===== config.mk =====
export PLATFORM = sky130hd
export DESIGN_NAME = ones_run_tx
export DESIGN_NICKNAME = d
export VERILOG_FILES = /design/src/rtl/ones_run_pkg.sv /design/src/rtl/ones_run_counter.sv /design/src/rtl/ones_run_tx.sv
export SDC_FILE = /design/constraint.sdc
export NUM_CORES = 1
export LEC_CHECK = 0
export BUFFER_PORTS_ARGS = -buffer_cell sky130_fd_sc_hd__buf_2
export CELL_PAD_IN_SITES_DETAIL_PLACEMENT = 1
export CELL_PAD_IN_SITES_GLOBAL_PLACEMENT = 2
export CORE_MARGIN = 2
export CORE_UTILIZATION = 25
export DETAILED_ROUTE_END_ITERATION = 7
export PLACE_DENSITY_LB_ADDON = 0.08
export SKIP_LAST_GASP = 1
export SLEW_MARGIN = 20
export SYNTH_ARGS = -nofsm -noshare
export SYNTH_HDL_FRONTEND = slang
export SYNTH_SLANG_ARGS = --single-unit

===== constraint.sdc =====
create_clock -name clock -period 2.76 [get_ports clock]
set_clock_uncertainty 0.05 [all_clocks]
set_input_delay 0.276 -clock clock [delete_from_list [all_inputs] [get_ports clock]]
set_output_delay 0.276 -clock clock [all_outputs]
set_load 0.03 [all_outputs]

===== src/rtl/ones_run_pkg.sv =====
// Shared definitions for the ones-run stimulus transmitter: FSM encoding,
// default request width and the counter-width helper.
package ones_run_pkg;

    localparam int DEF_LEN_W = 4;

    typedef enum logic [1:0] {
        IDLE = 2'b00,
        RUN  = 2'b01,
        TERM = 2'b10,
        GAP  = 2'b11
    } state_t;

    // The counter serves both the run phase and the idle gap, so it must fit either.
    function automatic int cnt_width(input int len_w, input int gap_cycles);
        int gap_w;
        gap_w = $clog2(gap_cycles + 1);
        return (gap_w > len_w) ? gap_w : len_w;
    endfunction

endpackage


===== src/rtl/ones_run_counter.sv =====
// Loadable down-counter shared by the RUN and GAP phases; holds at zero.
module ones_run_counter #(
    parameter int CW = 4
) (
    input  logic          clock,
    input  logic          reset,
    input  logic          load,
    input  logic [CW-1:0] load_val,
    input  logic          dec,
    output logic          is_zero
);

    logic [CW-1:0] count;

    always_ff @(posedge clock) begin
        if (!reset) begin
            count <= '0;
        end else if (load) begin
            count <= load_val;
        end else if (dec && (count != '0)) begin
            count <= count - CW'(1);
        end
    end

    assign is_zero = (count == '0);

endmodule


===== src/rtl/ones_run_tx.sv =====
// Emits req_len ones, one terminating zero and GAP_CYCLES idle zeros per request,
// flagging the cycle in which a downstream zero detector should fire.
module ones_run_tx
    import ones_run_pkg::*;
#(
    parameter int LEN_W      = DEF_LEN_W,
    parameter int GAP_CYCLES = 1
) (
    input  logic             clock,
    input  logic             reset,
    input  logic             req_valid,
    input  logic [LEN_W-1:0] req_len,
    output logic             req_ready,
    output logic             x_out,
    output logic             busy,
    output logic             expect_y,
    output logic             done
);

    localparam int            CW       = cnt_width(LEN_W, GAP_CYCLES);
    localparam logic          GAP_EN   = (GAP_CYCLES > 0);
    localparam logic [CW-1:0] GAP_LOAD = GAP_EN ? CW'(GAP_CYCLES - 1) : '0;

    state_t        state;
    logic          len_nz;
    logic          accept;
    logic          req_nz;
    logic          cnt_load;
    logic          cnt_dec;
    logic [CW-1:0] cnt_val;
    logic          cnt_zero;

    assign accept = req_valid && (state == IDLE);
    assign req_nz = (req_len != '0);

    always_comb begin
        cnt_load = 1'b0;
        cnt_dec  = 1'b0;
        cnt_val  = '0;
        case (state)
            IDLE: begin
                cnt_load = accept && req_nz;
                cnt_val  = CW'(req_len) - CW'(1);
            end
            RUN:  cnt_dec = 1'b1;
            TERM: begin
                cnt_load = GAP_EN;
                cnt_val  = GAP_LOAD;
            end
            GAP:  cnt_dec = 1'b1;
            default: ;
        endcase
    end

    ones_run_counter #(.CW(CW)) u_counter (
        .clock    (clock),
        .reset    (reset),
        .load     (cnt_load),
        .load_val (cnt_val),
        .dec      (cnt_dec),
        .is_zero  (cnt_zero)
    );

    always_ff @(posedge clock) begin
        if (!reset) begin
            state  <= IDLE;
            len_nz <= 1'b0;
        end else begin
            case (state)
                IDLE: if (accept) begin
                    len_nz <= req_nz;
                    state  <= req_nz ? RUN : TERM;
                end
                RUN:  if (cnt_zero) state <= TERM;
                TERM: state <= GAP_EN ? GAP : IDLE;
                GAP:  if (cnt_zero) state <= IDLE;
                default: state <= IDLE;
            endcase
        end
    end

    // Outputs depend only on registered state, never on the request inputs.
    assign req_ready = (state == IDLE);
    assign busy      = (state != IDLE);
    assign x_out     = (state == RUN);
    assign expect_y  = (state == TERM) && len_nz;
    assign done      = ((state == TERM) && !GAP_EN) || ((state == GAP) && cnt_zero);

endmodule


==> flow_summary.yaml <==
synth:
  synth_cell_type_count: 24
  synthesis.nets: 78
  ys_seq_area_frac: 0.249
  yosysWarnings: 0
  synthesis.area_um2: 563
  synth.top_cell.area_share: 0.249
  synth_area_leader_cell: "dfxtp_1"
  syn_inst: 63
  synthTopCellsByArea: "dfxtp_1 25%, ha_1 18%, a211oi_1 6.7%, inv_1 5.3%, xor2_1 4.7%"
  syn_avg_cell_area_um2: 8.94
  ys_ff_latch: 7
cts:
  cts_setup_buffers: 0
  hold_buffers: 0
  post_cts_resized: 0
  cts.clk_slew.worst_paths_ps: 50
  numCtsBuffers: 3
  htreeDepth: 1
  clock_path_buffers: 2
  clock_latency_ps: 250
  cts.sinks: 7
  cts_tree: "done"
  root_buffer: "clkbuf_4"
route:
  routed_via_density: 4.59
  drc: 0
  num_vias: 487
  drtAntennaViolNets: 0
  routed_wl_um: 1290
  drt_pre_antenna_iters: 4
  route.detailed.wl_per_inst_um: 12.2
  drtIter0Drc: 4
power_and_ir_drop:
  power_density_mw_per_mm2: 1160
  seqPwrFrac: 0.232
  switching_share: 0.492
  p_sw_mw: 0.387
  power.leakage_nw: 0.297
  power_frac_clock: 0.119
  p_int_mw: 0.400
  power_mw: 0.786
  peakVddDrop_mv: 0.336
  p_comb_frac: 0.649
timing:
  tightest_slew_ps: 383
  hold_viol_final: 0
  relSlewSlack: 0.744
  fin_crit_ps: 1750
  layout_setup_ws_ps: 1010
  grt_setup_unrepaired: "false"
  max_freq_mhz: 571
  min_period_over_period: 0.634
  finalSetupViolations: 0
  finalMaxSlewViolations: 0
  timing.setup.tns_ps: 0
final_layout:
  synthToLayoutAreaGrowth_pct: 20.7
  fin_nets: 94
  n_antenna_cell: 0
  postLayoutCellArea_um2: 679
  fin_cells: 106
  drive_above_1_share: 0.256
placement:
  gp_congestion: 0.719
  port-buffer-count: 11
  place_hpwl_um: 1050
  dp.cells: 102
  post-place-ws_ps: 941
  placed_area_um2: 653
worst_setup_path:
  startpoint_type: "flop"
  crit_required_ps: 2430
  crit_start: "u_counter.count[0]"
  slowest_delay_ps: 320
  arrival_ps: 1420
  endpoint_kind: "primary output"
  crit_fanout: 4
  r2r_setup_slack_ps: 1030
  cp_cell_sequence: "inv_1, ha_1, nor3b_2, and2_1, buf_2"
  slowest_stage: "dfxtp_1"
  criticalPathCategory: "reg -> out"
  r2r_start: "state[0]"
job:
  maxCapViolations: 0
floorplan:
  fp-row-count: 17
  io_pins: 12
  fp.coreArea_mm2: 0.00217
  start_util: 0.260
  dieWidth_um: 51.5
  die_area_mm2: 0.00265
  dieHeight_um: 51.5
global_routing:
  grt_max_degree: 9
  grt_util_all_layers: 0.126
  grt_pass1_vias: 518
  antenna_found_initial: 0
  grt_pass1_wl_um: 2390
  gr-total-overflow: 0
min_path:
  min_from: "reset"
  hold_class: "in -> reg"
run_status:
  status: "finished, final reports clean"
==> area by class of cell <==
type | count | area [um2]
Clock buffer | 4 | 26.3
Fill cell | 281 | 1490
Inverter | 8 | 30.0
Multi-Input combinational cell | 48 | 393
Sequential cell | 7 | 140
Tap cell | 28 | 35.0
Timing Repair Buffer | 11 | 55.1
==> cells by family after synthesis <==
family | synth area share
DFF | 0.249
muxes | 0.0378
adders and majority gates | 0.178
xor gates and xnor gates | 0.0778
and+or+nand+nor | 0.196
buffers and inverters | 0.0533
AOI/OAI and AO/OA | 0.209
==> worst paths after layout <==
check / endpoint / cells past startpoint
setup / recovery: done / 5
hold / removal: u_counter.count[1] / 3
setup reg to reg: u_counter.count[3] / 6
hold reg to reg: len_nz / 2
==> synth_stat cells <==
| cell type | instances |
|---|---|
| nand2_1 | 1 |
| mux2_2 | 1 |
| nor3b_1 | 1 |
| o31ai_1 | 1 |
| mux2i_1 | 1 |
| nor2b_1 | 1 |
| and2_1 | 3 |
| dfxtp_1 | 7 |
| a211oi_1 | 5 |
| xor2_1 | 3 |
| or3_1 | 2 |
| nor3b_2 | 1 |
| o221ai_1 | 1 |
| inv_1 | 8 |
| ha_1 | 8 |
| nor2_1 | 6 |
| nor3_1 | 1 |
| a21oi_1 | 4 |
| a21oi_4 | 1 |
| a221oi_2 | 1 |
| nor3_2 | 1 |
| or3b_4 | 1 |
| xnor2_1 | 2 |
| o22ai_1 | 2 |
==> layer usage <==
layer / up-vias / part of all wire / GRT usage
met3: 2 / 0.035 / 0.0263
met2: 8 / 0.47 / 0.207
met4: 0 / 0.013 / 0.0658
li1: 250 / - / -
met1: 227 / 0.48 / 0.152
met5: - / 0 / 0
==> through the flow <==
stage           util  hold WS, ps
6_report       0.313          249
5_1_grt        0.313          266
4_1_cts        0.313          241
3_5_place_dp   0.301          445
3_3_place_gp   0.301          433
2_1_floorplan      -          376
==> cells in the final DEF (no fill, tap or decap) <==
master	netlist	final
clkbuf_4	0	3
nor3b_2	1	1
mux2_2	1	1
inv_1	8	8
xor2_1	3	3
a21oi_1	4	4
dfxtp_1	7	7
o221ai_1	1	1
nor2_1	6	6
and2_1	3	3
xnor2_1	2	2
nand2_1	1	1
or3b_4	1	1
o22ai_1	2	2
o31ai_1	1	1
or3_1	2	2
clkbuf_1	0	1
ha_1	8	8
nor3_1	1	1
a21oi_4	1	1
nor2b_1	1	1
mux2i_1	1	1
nor3_2	1	1
a221oi_2	1	1
nor3b_1	1	1
a211oi_1	5	5
buf_2	0	11
==> worst max-delay path, delay by kind of cell, from the launching register on <==
kind,cells,cell delay (ps)
adders and majority gates,1,170
and+or+nand+nor,2,450
DFF,1,320
buffers and inverters,2,250
==> power groups by stage <==
stage / Sequential, mW / Combinational (mW) / Clock, mW
after floorplan: 0.176 / 0.403 / 0
after global placement: 0.187 / 0.520 / 0
after detailed placement: 0.185 / 0.514 / 0
after CTS: 0.183 / 0.521 / 0.0974
after global routing: 0.190 / 0.584 / 0.106
final: 0.182 / 0.511 / 0.0934
==> sequential cells by signal, indices dropped and copies added (netlist names) <==
signal,cells
u_counter.count,4
state,2
len_nz,1
Power figures use the tool's default switching activity.
